`src/rtl/jk_ctrl_pkg.sv`:
```
// Shared types for the JK bank controller: command opcodes and FSM states.
package jk_ctrl_pkg;

    typedef enum logic [2:0] {
        NOP   = 3'd0,
        SET   = 3'd1,
        CLR   = 3'd2,
        TGL   = 3'd3,
        LOAD  = 3'd4,
        CNTUP = 3'd5,
        CNTDN = 3'd6,
        RSVD  = 3'd7
    } op_e;

    typedef enum logic [1:0] {
        IDLE = 2'd0,
        EXEC = 2'd1,
        DONE = 2'd2
    } state_e;

    function automatic logic is_count(input op_e op);
        return (op == CNTUP) || (op == CNTDN);
    endfunction

endpackage

```
`src/rtl/jk_bank_ctrl_if.sv`:
```
// Command channel of the JK bank controller: valid/ready plus the command fields.
interface jk_bank_ctrl_if #(
    parameter int WIDTH = 8,
    parameter int LEN_W = 8
);
    import jk_ctrl_pkg::*;

    logic             cmd_valid;
    logic             cmd_ready;
    op_e              cmd_op;
    logic [WIDTH-1:0] cmd_mask;
    logic [WIDTH-1:0] cmd_data;
    logic [LEN_W-1:0] cmd_len;

    modport master (
        output cmd_valid, cmd_op, cmd_mask, cmd_data, cmd_len,
        input  cmd_ready
    );

    modport slave (
        input  cmd_valid, cmd_op, cmd_mask, cmd_data, cmd_len,
        output cmd_ready
    );

endinterface

```
`src/rtl/jk_cell.sv`:
```
// Single JK flip-flop with synchronous active-low reset: hold / clear / set / toggle.
module jk_cell (
    input  logic clk,
    input  logic reset,
    input  logic j,
    input  logic k,
    output logic q
);

    // NOTE: sequential state uses non-blocking assignment so every flop samples pre-edge values.
    always_ff @(posedge clk) begin
        if (!reset) begin
            q <= 1'b0;
        end else begin
            unique case ({j, k})
                2'b01:   q <= 1'b0;
                2'b10:   q <= 1'b1;
                2'b11:   q <= ~q;
                default: q <= q;
            endcase
        end
    end

endmodule

```
`src/rtl/jk_bank_ctrl.sv`:
```
// Command sequencer for a bank of JK cells: registers one command, drives J/K for
// one or more EXEC cycles, then pulses done.
module jk_bank_ctrl
    import jk_ctrl_pkg::*;
#(
    parameter int WIDTH = 8,
    parameter int LEN_W = 8
) (
    input  logic             clk,
    input  logic             reset,
    jk_bank_ctrl_if.slave    cmd,
    output logic [WIDTH-1:0] q,
    output logic             busy,
    output logic             done
);

    state_e           state;
    op_e              op_r;
    logic [WIDTH-1:0] mask_r;
    logic [WIDTH-1:0] data_r;
    logic [LEN_W-1:0] step;
    logic             ready_r;

    logic [WIDTH-1:0] j;
    logic [WIDTH-1:0] k;
    logic [WIDTH-1:0] t_up;
    logic [WIDTH-1:0] t_dn;
    logic             carry_up;
    logic             carry_dn;

    assign cmd.cmd_ready = ready_r;

    // Ripple-carry toggle enables of a synchronous binary up/down counter.
    always_comb begin
        carry_up = 1'b1;
        carry_dn = 1'b1;
        t_up     = '0;
        t_dn     = '0;
        for (int i = 0; i < WIDTH; i++) begin
            t_up[i]  = carry_up;
            t_dn[i]  = carry_dn;
            carry_up = carry_up & q[i];
            carry_dn = carry_dn & ~q[i];
        end
    end

    always_comb begin
        // NOTE: defaults first so no path through this block leaves j/k unassigned (no latch).
        j = '0;
        k = '0;
        if (state == EXEC) begin
            unique case (op_r)
                SET:  j = mask_r;
                CLR:  k = mask_r;
                TGL: begin
                    j = mask_r;
                    k = mask_r;
                end
                LOAD: begin
                    j = mask_r & data_r;
                    k = mask_r & ~data_r;
                end
                // A zero-length count parks in EXEC for one cycle with step == 0.
                CNTUP: if (step != '0) begin
                    j = t_up;
                    k = t_up;
                end
                CNTDN: if (step != '0) begin
                    j = t_dn;
                    k = t_dn;
                end
                default: ;
            endcase
        end
    end

    always_ff @(posedge clk) begin
        if (!reset) begin
            state   <= IDLE;
            op_r    <= NOP;
            mask_r  <= '0;
            data_r  <= '0;
            step    <= '0;
            ready_r <= 1'b0;
            busy    <= 1'b0;
            done    <= 1'b0;
        end else begin
            unique case (state)
                IDLE: begin
                    ready_r <= 1'b1;
                    if (cmd.cmd_valid && ready_r) begin
                        op_r    <= cmd.cmd_op;
                        mask_r  <= cmd.cmd_mask;
                        data_r  <= cmd.cmd_data;
                        step    <= is_count(cmd.cmd_op) ? cmd.cmd_len : LEN_W'(1);
                        ready_r <= 1'b0;
                        busy    <= 1'b1;
                        state   <= EXEC;
                    end
                end
                EXEC: begin
                    if (step <= LEN_W'(1)) begin
                        done  <= 1'b1;
                        state <= DONE;
                    end else begin
                        step <= step - LEN_W'(1);
                    end
                end
                DONE: begin
                    done    <= 1'b0;
                    busy    <= 1'b0;
                    ready_r <= 1'b1;
                    state   <= IDLE;
                end
                default: state <= IDLE;
            endcase
        end
    end

    for (genvar i = 0; i < WIDTH; i++) begin : g_cell
        jk_cell u_cell (
            .clk   (clk),
            .reset (reset),
            .j     (j[i]),
            .k     (k[i]),
            .q     (q[i])
        );
    end

endmodule

```
`src/flat_wrapper.sv`:
```
// flat-port wrapper written by rule: the top's interface ports become plain ports
module jk_bank_ctrl_flat import jk_ctrl_pkg::*;
#(
    parameter int WIDTH = 8,
    parameter int LEN_W = 8
)
  (clk, reset, q, busy, done, cmd_cmd_valid, cmd_cmd_op, cmd_cmd_mask, cmd_cmd_data, cmd_cmd_len, cmd_cmd_ready);
  jk_bank_ctrl_if #(.WIDTH(WIDTH), .LEN_W(LEN_W)) cmd_i ();
  input  logic clk;
  input  logic reset;
  output logic [WIDTH-1:0] q;
  output logic busy;
  output logic done;
  input wire logic [$bits(cmd_i.cmd_valid)-1:0] cmd_cmd_valid;
  input wire logic [$bits(cmd_i.cmd_op)-1:0] cmd_cmd_op;
  input wire logic [$bits(cmd_i.cmd_mask)-1:0] cmd_cmd_mask;
  input wire logic [$bits(cmd_i.cmd_data)-1:0] cmd_cmd_data;
  input wire logic [$bits(cmd_i.cmd_len)-1:0] cmd_cmd_len;
  output wire logic [$bits(cmd_i.cmd_ready)-1:0] cmd_cmd_ready;
  assign cmd_i.cmd_valid = cmd_cmd_valid;
  assign cmd_i.cmd_op = cmd_cmd_op;
  assign cmd_i.cmd_mask = cmd_cmd_mask;
  assign cmd_i.cmd_data = cmd_cmd_data;
  assign cmd_i.cmd_len = cmd_cmd_len;
  assign cmd_cmd_ready = cmd_i.cmd_ready;
  jk_bank_ctrl #(.WIDTH(WIDTH), .LEN_W(LEN_W)) u_core (.clk(clk), .reset(reset), .cmd(cmd_i), .q(q), .busy(busy), .done(done));
endmodule
```
`config.mk`:
```
export PLATFORM = sky130hd
export DESIGN_NAME = jk_bank_ctrl_flat
export DESIGN_NICKNAME = d
export VERILOG_FILES = /design/src/rtl/jk_ctrl_pkg.sv /design/src/rtl/jk_bank_ctrl_if.sv /design/src/rtl/jk_cell.sv /design/src/rtl/jk_bank_ctrl.sv /design/src/flat_wrapper.sv
export SDC_FILE = /design/constraint.sdc
export NUM_CORES = 1
export LEC_CHECK = 0
export ABC_AREA = 1
export BUFFER_PORTS_ARGS = -buffer_cell sky130_fd_sc_hd__clkbuf_2
export CORE_MARGIN = 2
export CORE_UTILIZATION = 40
export CTS_CLUSTER_SIZE = 10
export DETAILED_ROUTE_END_ITERATION = 6
export REMOVE_ABC_BUFFERS = 1
export SYNTH_ARGS = -nofsm -noshare
export SYNTH_HDL_FRONTEND = slang
export SYNTH_SLANG_ARGS = --single-unit
export TNS_END_PERCENT = 50
```
`constraint.sdc`:
```
create_clock -name clk -period 2.05 [get_ports clk]
set_clock_uncertainty 0.15 [all_clocks]
set_input_delay 0.1025 -clock clk [delete_from_list [all_inputs] [get_ports clk]]
set_output_delay 0.1025 -clock clk [all_outputs]
set_load 0.01 [all_outputs]
```
### Word level (Yosys, flattened, before mapping)

Cells that the tools add are included.

| word-level totals | value |
|---|---|
| logic and storage cells | 127 |
| flip-flop bits (word level) | 40 |

| cells by class | value |
|---|---|
| muxes and demuxes | 27 |
| reduce and logical (&&, ||, !) cells | 22 |
| bitwise logic cells | 23 |
| magnitude comparators | 1 |
| add/subtract/negate cells | 1 |
| equal/unequal tests | 37 |

Operator list:

| kind | number |
|---|---|
| $pmux W8 S4 | 2 |
| $mux W8 | 7 |
| $eq A2 B2 Y1 const B | 17 |
| $pmux W1 S3 | 8 |
| $reduce_bool A3 Y1 | 8 |
| $eq A2 B1 Y1 const B | 9 |
| $and A8 B8 Y8 | 2 |
| $pmux W8 S2 | 1 |
| $eq A3 B3 Y1 const B | 5 |
| $and A1 B1 Y1 | 12 |
| $le A8 B1 Y1 const B | 1 |
| $not A1 Y1 | 8 |
| $not A8 Y8 | 1 |
| $reduce_and A2 Y1 | 4 |
| $reduce_bool A8 Y1 | 1 |
| $sub A8 B1 Y8 const B | 1 |
| $eq A3 B2 Y1 const B | 2 |
| $pmux W1 S2 | 3 |
| $reduce_bool A2 Y1 | 3 |
| $mux W2 | 2 |
| $ne A2 B2 Y1 const B | 2 |
| $pmux W2 S2 | 1 |
| $reduce_or A2 Y1 | 2 |
| $eq A3 B1 Y1 const B | 1 |
| other kinds (6) | 8 |

### Logic depth before layout (Yosys ltp)

Gate-level depths: netlist of run 1.

| depth | value |
|---|---|
| word-level depth | 12 |
| mapped depth | 11 |

### Hierarchy

A second synthesis of run 1 with hierarchy kept.

| second synthesis, totals | value |
|---|---|
| cells, all modules | 375 |
| area, all modules | 2,342.2 um^2 |

Modules (own cells, without submodules):

| module | times used | area an instance (um^2) | cells each | seq. area each (um^2) |
|---|---|---|---|---|
| jk_bank_ctrl | 1 | 2,062.0 | 335 | 640.6 |
| jk_cell | 8 | 35.0 | 5 | 20.0 |

### Worst setup path before layout of run 1

No wires, ideal clock.

| path | value |
|---|---|
| kind | flip-flop to flip-flop |
| start point | register u_core.step[0] |
| end point | register u_core.step[2] |
| data arrival time | 1.329 ns |
| cell stages (with the launch flop) | 11 |
| path slack | 0.449 ns |
| data required time | 1.777 ns |
| setup time | 0.123 ns |
| path through | dfxtp_1 -> inv_1 -> ha_1 -> nor2_1 -> nor2_1 -> nand2_1 -> nand2_1 -> nand2_2 -> buf_4 -> o21ai_0 -> a21oi_1 |

| on the way | value |
|---|---|
| word-level cells in the longest chain between the ends | 3 |
| elaborated cells between the ends (all ways) | 6 |
| those cells by class | 1 x add/sub; 1 x order compare; 1 x eq/ne; 2 x mux; 1 x reduce/logical |

Ends and longest elaborated chain:

| what | RTL line | text |
|---|---|---|
| from (decl) | jk_bank_ctrl.sv:21 | `logic [LEN_W-1:0] step;` |
| from (signal assigned) | jk_bank_ctrl.sv:95 | `step <= is_count(cmd.cmd_op) ? cmd.cmd_len : LEN_W'(1);` |
| from (signal assigned) | jk_bank_ctrl.sv:106 | `step <= step - LEN_W'(1);` |
| $sub A8 B1 Y8 or $le A8 B1 Y1 (tied branches) | jk_bank_ctrl.sv:106, jk_bank_ctrl.sv:102 |  |
| $mux W8 or $ne A2 B2 Y1 (tied branches) | - |  |
| $pmux W8 S2 or $reduce_and A3 Y1 (tied branches) | - |  |

Parallel ways exist; a longest one is shown, timed or not. The select of a mux whose other input is x is not followed.
A chain may end at the register's enable or synchronous reset.

### Worst setup path in the final report of run 1

| path | value |
|---|---|
| start point | register u_core.step[0] |
| end point | register u_core.step[4] |

Same word-level chain as after synthesis.

==> results of run 1 <==
## layout make-up
type | count | area, um^2 | share of cell area [%]
Tap cell | 72 | 90.1 | 3.14
Sequential cell | 40 | 801 | 27.9
Timing Repair Buffer | 70 | 483 | 16.8
Multi-Input combinational cell | 250 | 1230 | 42.7
Clock inverter | 3 | 90.1 | 3.14
Clock buffer | 5 | 68.8 | 2.40
Inverter | 30 | 113 | 3.92
## cells by family (layout without fill, tap and decap cells)
kind of cell,Yosys count,after routing,synth area share (%)
buffers and inverters,49,108,10.3
xor gates and xnor gates,1,1,0.387
AOI/OAI and AO/OA,82,82,19.0
and+or+nand+nor,164,164,33.2
adders and majority gates,3,3,1.66
DFF,40,40,35.4
## per-layer routing
metal	wire length, um	global-route usage [%]	vias up
met2	2860	34.2	54
met4	74	9.14	0
met3	237	3.18	9
met5	0	0	-
li1	-	-	1245
met1	2620	24.5	1066
## worst max-delay path: stages (launching register included)
cell and delay (ns):
sky130_fd_sc_hd__dfxtp_1 0.36, sky130_fd_sc_hd__inv_1 0.10, sky130_fd_sc_hd__ha_1 0.26, sky130_fd_sc_hd__nor2_1 0.12
sky130_fd_sc_hd__nor2_1 0.06, sky130_fd_sc_hd__nand2_1 0.06, sky130_fd_sc_hd__nand2_1 0.06, sky130_fd_sc_hd__nand2_2 0.19
sky130_fd_sc_hd__inv_1 0.12, sky130_fd_sc_hd__o21ai_0 0.16, sky130_fd_sc_hd__a21oi_1 0.09
## worst min path at each step
stage	from	to	depth (start not counted)
after CTS	cmd_cmd_len[3]	u_core.step[3]$_SDFFE_PN0P_	5
after global placement	cmd_cmd_mask[5]	u_core.mask_r[5]$_SDFFE_PN0P_	3
after floorplan	reset	u_core.g_cell[6].u_cell.q$_SDFFE_PN0P_	2
after detailed placement	cmd_cmd_data[4]	u_core.data_r[4]$_SDFFE_PN0P_	3
after global routing	cmd_cmd_len[0]	u_core.step[0]$_SDFFE_PN0P_	3
final	cmd_cmd_len[3]	u_core.step[3]$_SDFFE_PN0P_	5
## layout by cell type, fill, tap and decap left out, types with 4 or more instances in the layout
master	n
sky130_fd_sc_hd__o21ai_0	37
sky130_fd_sc_hd__nand3b_1	5
sky130_fd_sc_hd__dfxtp_1	40
sky130_fd_sc_hd__clkbuf_8	5
sky130_fd_sc_hd__buf_4	7
sky130_fd_sc_hd__clkbuf_2	40
sky130_fd_sc_hd__nand4_1	9
sky130_fd_sc_hd__a21oi_1	33
sky130_fd_sc_hd__inv_2	5
sky130_fd_sc_hd__dlygate4sd3_1	23
sky130_fd_sc_hd__nor2_1	56
sky130_fd_sc_hd__nand3_1	32
sky130_fd_sc_hd__nand2_1	51
sky130_fd_sc_hd__inv_1	25
sky130_fd_sc_hd__o21ai_1	4
## flip-flops by register name, indices dropped and copies added, names as in the netlist
| register | cells |
|---|---|
| u_core.data_r | 8 |
| u_core.g_cell.u_cell.q | 8 |
| u_core.mask_r | 8 |
| u_core.step | 8 |
| u_core.op_r | 3 |
| u_core.state | 2 |
| u_core.busy | 1 |
| u_core.cmd.cmd_ready | 1 |
| u_core.done | 1 |
## per-stage QoR
stage          utilization, %  area (um^2)  cells
4_1_cts                  52.5         2870    470
3_5_place_dp             45.4         2480    439
2_1_floorplan               -         2140    320
5_1_grt                  52.5         2870    470
6_report                 52.5         2870    470
3_3_place_gp             45.4         2480    439
## power by group through the flow
stage | registers [mW] | logic (mW) | clock network (mW)
floorplan | 0.898 | 0.292 | 0
global placement | 0.904 | 0.433 | 0
detailed placement | 0.905 | 0.435 | 0
CTS | 0.888 | 0.471 | 0.927
global route | 0.898 | 0.539 | 0.957
finish | 0.888 | 0.472 | 0.901
==> flow_summary_export.csv, run 1 <==
group,metric,value,unit
power,power_density,787,mW/mm^2
sta,final_critical_path_setup_slack,0.211,ns
synthesis,netlist_top_cells_count,"56 x sky130_fd_sc_hd__nor2_1, 51 x sky130_fd_sc_hd__nand2_1, 40 x sky130_fd_sc_hd__dfxtp_1",
power,share_clk_of_total_power,39.9,%
power,net-switching-power,640,uW
run_status,outcome,"completed",
setup_path,rr_worst_depth,10,
clock_tree,post_cts_resize_count,0,
clock_tree,root_buffer,"sky130_fd_sc_hd__clkbuf_8",
clock_tree,hold_buffers_post_cts,23,
clock_tree,post-cts-setup-buffers,0,
detailed_routing,drt_pass1_iterations,4,
synthesis,synth_seq_cells,40,
setup_path,worstPathArrival,1.87,ns
clock_tree,clock_tree.htree_level_count,2,
clock_tree,clkSlewWorstSetupHoldPaths,0.08,ns
setup_path,timing.critical_path.from_type,"flip-flop",
sta,fin_hold_ws,0.0289,ns
global_routing,grt_max_degree,27,
sta,final_tns_setup,0,ns
global_routing,grt.total_usage,20.0,%
power,power.total,2.26,mW
final_layout,layout.filler_cells,596,
sta,finalSetupViolCount,0,
synthesis,syn-cell-area,0.00226,mm^2
synthesis,synthesis.instances,339,
synthesis,synth_flop_cell,"sky130_fd_sc_hd__dfxtp_1",
power,internal_power,1.62,mW
sta,achievable-frequency,544,MHz
final_layout,fraction_of_final_layout_cells_with_drive_strength_greater_than_1,17.3,%
sta,final_period_minus_worst_setup_slack,1.84,ns
power,maximum_vdd_ir_drop,0.342,mV
synthesis,avgSynthCellArea,6.67,um^2
clock_tree,clock_tree_from_tritoncts,"yes",
clock_tree,tritoncts.num_buffers,5,
power,power.share.switching,28.3,%
sta,timing_max_transition_violations_final,0,
synthesis,synth.top_cells.by_area,"sky130_fd_sc_hd__dfxtp_1 35%, sky130_fd_sc_hd__nor2_1 9.3%, sky130_fd_sc_hd__nand2_1 8.5%, sky130_fd_sc_hd__o21ai_0 8.2%, sky130_fd_sc_hd__a21oi_1 7.3%",
final_layout,syn2layout_area_growth,27.0,%
setup_path,r2r-start,"u_core.step[0]$_SDFFE_PN0P_",
detailed_routing,via_count,2374,
detailed_routing,post_dr_wirelength_cell,12.3,um
place,post-dp-hpwl,4.08,mm
place,dp_worst_setup_slack,0.230,ns
die,std_cell_rows,27,
global_routing,via_count_of_the_first_global_routing_pass,2258,
clock_tree,clock_insertion_delay_worst_skew,0.30,ns
detailed_routing,final_wl,5.79,mm
power,p_seq_share,39.3,%
setup_path,timing.reg2reg.setup_slack,0.21,ns
final_layout,count_of_antenna_diodes_in_the_layout,0,
sta,worst_slew_pin_slew,0.511,ns
run,max-cap-violations,0,
hold_path,hold_path_class,"primary input to flip-flop",
die,die_footprint,0.00627,mm^2
synthesis,yosysMostFrequentCell,"sky130_fd_sc_hd__nor2_1",
sta,max_transition_margin,65.9,%
setup_path,crit_required,2.08,ns
setup_path,critPathCapture,"u_core.step[4]$_SDFFE_PN0P_",
die,floorplan_die_width,79.2,um
die,initial_core_util,41.3,%
synthesis,yosysWarnings,0,
global_routing,grt_overflow,0,
setup_path,setup.worst_path.end_class,"flip-flop",
detailed_routing,ant_nets,0,
power,power.share.combinational,20.9,%
synthesis,synth_enable_flop_cells,0,
setup_path,worstReg2RegEnd,"u_core.step[4]$_SDFFE_PN0P_",
clock_tree,number_of_sinks_driven_by_the_clock_tree,40,
synthesis,seq_area_frac_synth,35.4,%
sta,grt_setup_unrepaired,"false",
detailed_routing,drt-initial-drc-count,114,
die,dieHeight,79.2,um
synthesis,synth_largest_area_cell,"sky130_fd_sc_hd__dfxtp_1",
final_layout,design.final.nets,430,
setup_path,cp_max_fo,14,
clock_tree,ctsLongestPathBuffers,2,
place,gp_congestion,0.876,
synthesis,netlist-cell-type-count,31,
setup_path,setup.worst_path.start,"u_core.step[0]$_SDFFE_PN0P_",
setup_path,critical_path_class,"flip-flop to flip-flop",
power,p_leak,1.28,nW
die,core_region_area,0.00547,mm^2
sta,timing_hold_violations_final,0,
die,ports,41,
detailed_routing,vias_per_cell,5.05,
detailed_routing,drc_errors,0,
place,place.port_buffers,40,
sta,post-route-period-util,89.7,%
synthesis,proportion_of_register_bits_with_asynchronous_set_or_reset_after_synthesis,0,%
synthesis,synthDominantCellAreaShare,35.4,%
global_routing,antenna_violations_before_repair,0,
global_routing,global_route_wire_length_before_repair,9.89,mm
Note: power is estimated with default switching activity, not from simulation.
==> inputs of run 2 (changes only) <==
Settings changed: CELL_PAD_IN_SITES_DETAIL_PLACEMENT set to 1, CELL_PAD_IN_SITES_GLOBAL_PLACEMENT set to 1, CORE_UTILIZATION 40 to 39, PLACE_DENSITY_LB_ADDON set to 0.1.
==> run 2 against run 1 <==
  * Clock power is 21% lower
  * Via count is 2.0% higher
  * Worst setup slack worse by 0.0099 ns
  * Sequential share of layout area is 0.34 points higher
  * Combinational power is 3% higher
  * Largest power group is now sequential cells
  * Largest cell class unchanged
  * Critical endpoint unchanged
  * Flip-flop and latch count stayed put
==> flow_summary_export.csv, run 2 (synthesis results as in run 1) <==
group,metric,value,unit
sta,timing_max_transition_violations_final,0,
final_layout,finish.utilization,51.2,%
clock_tree,clock_tree.htree_level_count,2,
place,post-dp-hpwl,4.50,mm
final_layout,syn2layout_area_growth,25.4,%
sta,timing_hold_violations_final,0,
clock_tree,clkSlewWorstSetupHoldPaths,0.08,ns
clock_tree,ctsLongestPathBuffers,2,
die,die_footprint,0.00643,mm^2
sta,final_critical_path_setup_slack,0.201,ns
detailed_routing,post_dr_wirelength_cell,14.0,um
power,power_density,735,mW/mm^2
global_routing,grt_use_met1,29.2,%
setup_path,setup.worst_path.end_class,"flip-flop",
setup_path,cp_max_fo,14,
die,dieHeight,80.2,um
clock_tree,post-cts-setup-buffers,0,
sta,post-route-period-util,90.2,%
clock_tree,root_buffer,"sky130_fd_sc_hd__clkbuf_8",
global_routing,via_count_of_the_first_global_routing_pass,2299,
global_routing,global_route_wire_length_before_repair,10.9,mm
sta,final_tns_setup,0,ns
clock_tree,number_of_sinks_driven_by_the_clock_tree,40,
final_layout,count_of_antenna_diodes_in_the_layout,0,
sta,max_transition_margin,58.7,%
final_layout,multiInputGateArea,0.00123,mm^2
clock_tree,clock_insertion_delay_worst_skew,0.29,ns
place,place.detailed.instances,438,
run,max-cap-violations,0,
final_layout,layout.filler_cells,749,
power,power.total,2.09,mW
place,place.port_buffers,40,
final_layout,final_common_cell,"sky130_fd_sc_hd__nor2_1",
global_routing,antenna_violations_before_repair,0,
die,ports,41,
hold_path,hold_path_class,"primary input to flip-flop",
global_routing,grt_overflow,0,
place,gp_congestion,0.883,
setup_path,timing.critical_path.from_type,"flip-flop",
detailed_routing,via_count,2421,
final_layout,most-common-layout-cells,"56 x sky130_fd_sc_hd__nor2_1, 51 x sky130_fd_sc_hd__nand2_1, 40 x sky130_fd_sc_hd__clkbuf_2, 40 x sky130_fd_sc_hd__dfxtp_1, 37 x sky130_fd_sc_hd__o21ai_0",
final_layout,final-instance-count-excl-fill,469,
global_routing,top_usage_layer_grt,"met2",
detailed_routing,ant_nets,0,
detailed_routing,vias_per_cell,5.16,
setup_path,crit_required,2.07,ns
sta,final_period_minus_worst_setup_slack,1.85,ns
setup_path,worstPathArrival,1.87,ns
final_layout,seqCellArea,801,um^2
power,maximum_vdd_ir_drop,0.303,mV
detailed_routing,drt_pass1_iterations,4,
global_routing,met3_usage,3.82,%
die,floorplan_die_width,80.2,um
setup_path,critical_path_class,"flip-flop to flip-flop",
final_layout,layout.cell_area.non_filler,0.00284,mm^2
detailed_routing,drt-initial-drc-count,110,
place,placedInstanceArea,0.00248,mm^2
detailed_routing,final_wl,6.57,mm
run_status,outcome,"completed",
clock_tree,tritoncts.num_buffers,5,
power,p_leak,1.26,nW
die,core_region_area,0.00554,mm^2
clock_tree,clock_tree_from_tritoncts,"yes",
die,initial_core_util,40.8,%
detailed_routing,drc_errors,0,
global_routing,grt.total_usage,21.6,%
sta,achievable-frequency,541,MHz
sta,finalSetupViolCount,0,
sta,worst_slew_pin_slew,0.619,ns
place,dp_worst_setup_slack,0.207,ns
final_layout,design.final.nets,429,
final_layout,fraction_of_final_layout_cells_with_drive_strength_greater_than_1,17.1,%
die,std_cell_rows,27,
sta,fin_hold_ws,0.00966,ns
global_routing,grt_max_degree,34,
global_routing,gr-usage-met2,35.8,%
## run 2: final timing paths
kind                                    start                           to  slack (ns)  cells after the start
setup / recovery  u_core.step[0]$_SDFFE_PN0P_  u_core.step[4]$_SDFFE_PN0P_        0.20                     10
hold / removal                  cmd_cmd_op[1]  u_core.op_r[1]$_SDFFE_PN0P_        0.01                      3
setup reg to reg  u_core.step[0]$_SDFFE_PN0P_  u_core.step[4]$_SDFFE_PN0P_        0.20                     10
hold reg to reg      u_core.done$_SDFFE_PN0P_     u_core.done$_SDFFE_PN0P_        0.32                      2
## run 2: area by class of cell
class	instances	share of cell area (%)
Clock buffer	7	3.40
Multi-Input combinational cell	250	43.4
Timing Repair Buffer	69	16.8
Tap cell	72	3.17
Sequential cell	40	28.2
Clock inverter	1	1.06
Inverter	30	3.97
## run 2: timing repair
action | CTS | global route
endpoints found under the setup margin | 0 | 3
resized for setup | 0 | 1
hold buffers | 23 | 0
hold endpoints to repair | 23 | 0
## run 2: critical path, cell delays in order (launching register included)
cell	delay [ns]
sky130_fd_sc_hd__dfxtp_1	0.35
sky130_fd_sc_hd__inv_1	0.10
sky130_fd_sc_hd__ha_1	0.27
sky130_fd_sc_hd__nor2_1	0.14
sky130_fd_sc_hd__nor2_1	0.07
sky130_fd_sc_hd__nand2_1	0.06
sky130_fd_sc_hd__nand2_1	0.08
sky130_fd_sc_hd__nand2_4	0.15
sky130_fd_sc_hd__inv_1	0.11
sky130_fd_sc_hd__o21ai_0	0.17
sky130_fd_sc_hd__a21oi_1	0.08
## run 2: power by group
group          switching (mW)  internal (mW)
combinational           0.312          0.177
sequential             0.0516          0.838
clock                   0.278          0.430
total                   0.641           1.44
## run 2: metal layers
metal,vias to the layer above,wire (um),part of all wire (%)
met1,1118,3110,47
met3,6,353,5.4
met4,0,69,1.0
met2,57,3040,46
li1,1240,-,-
met5,-,0,0
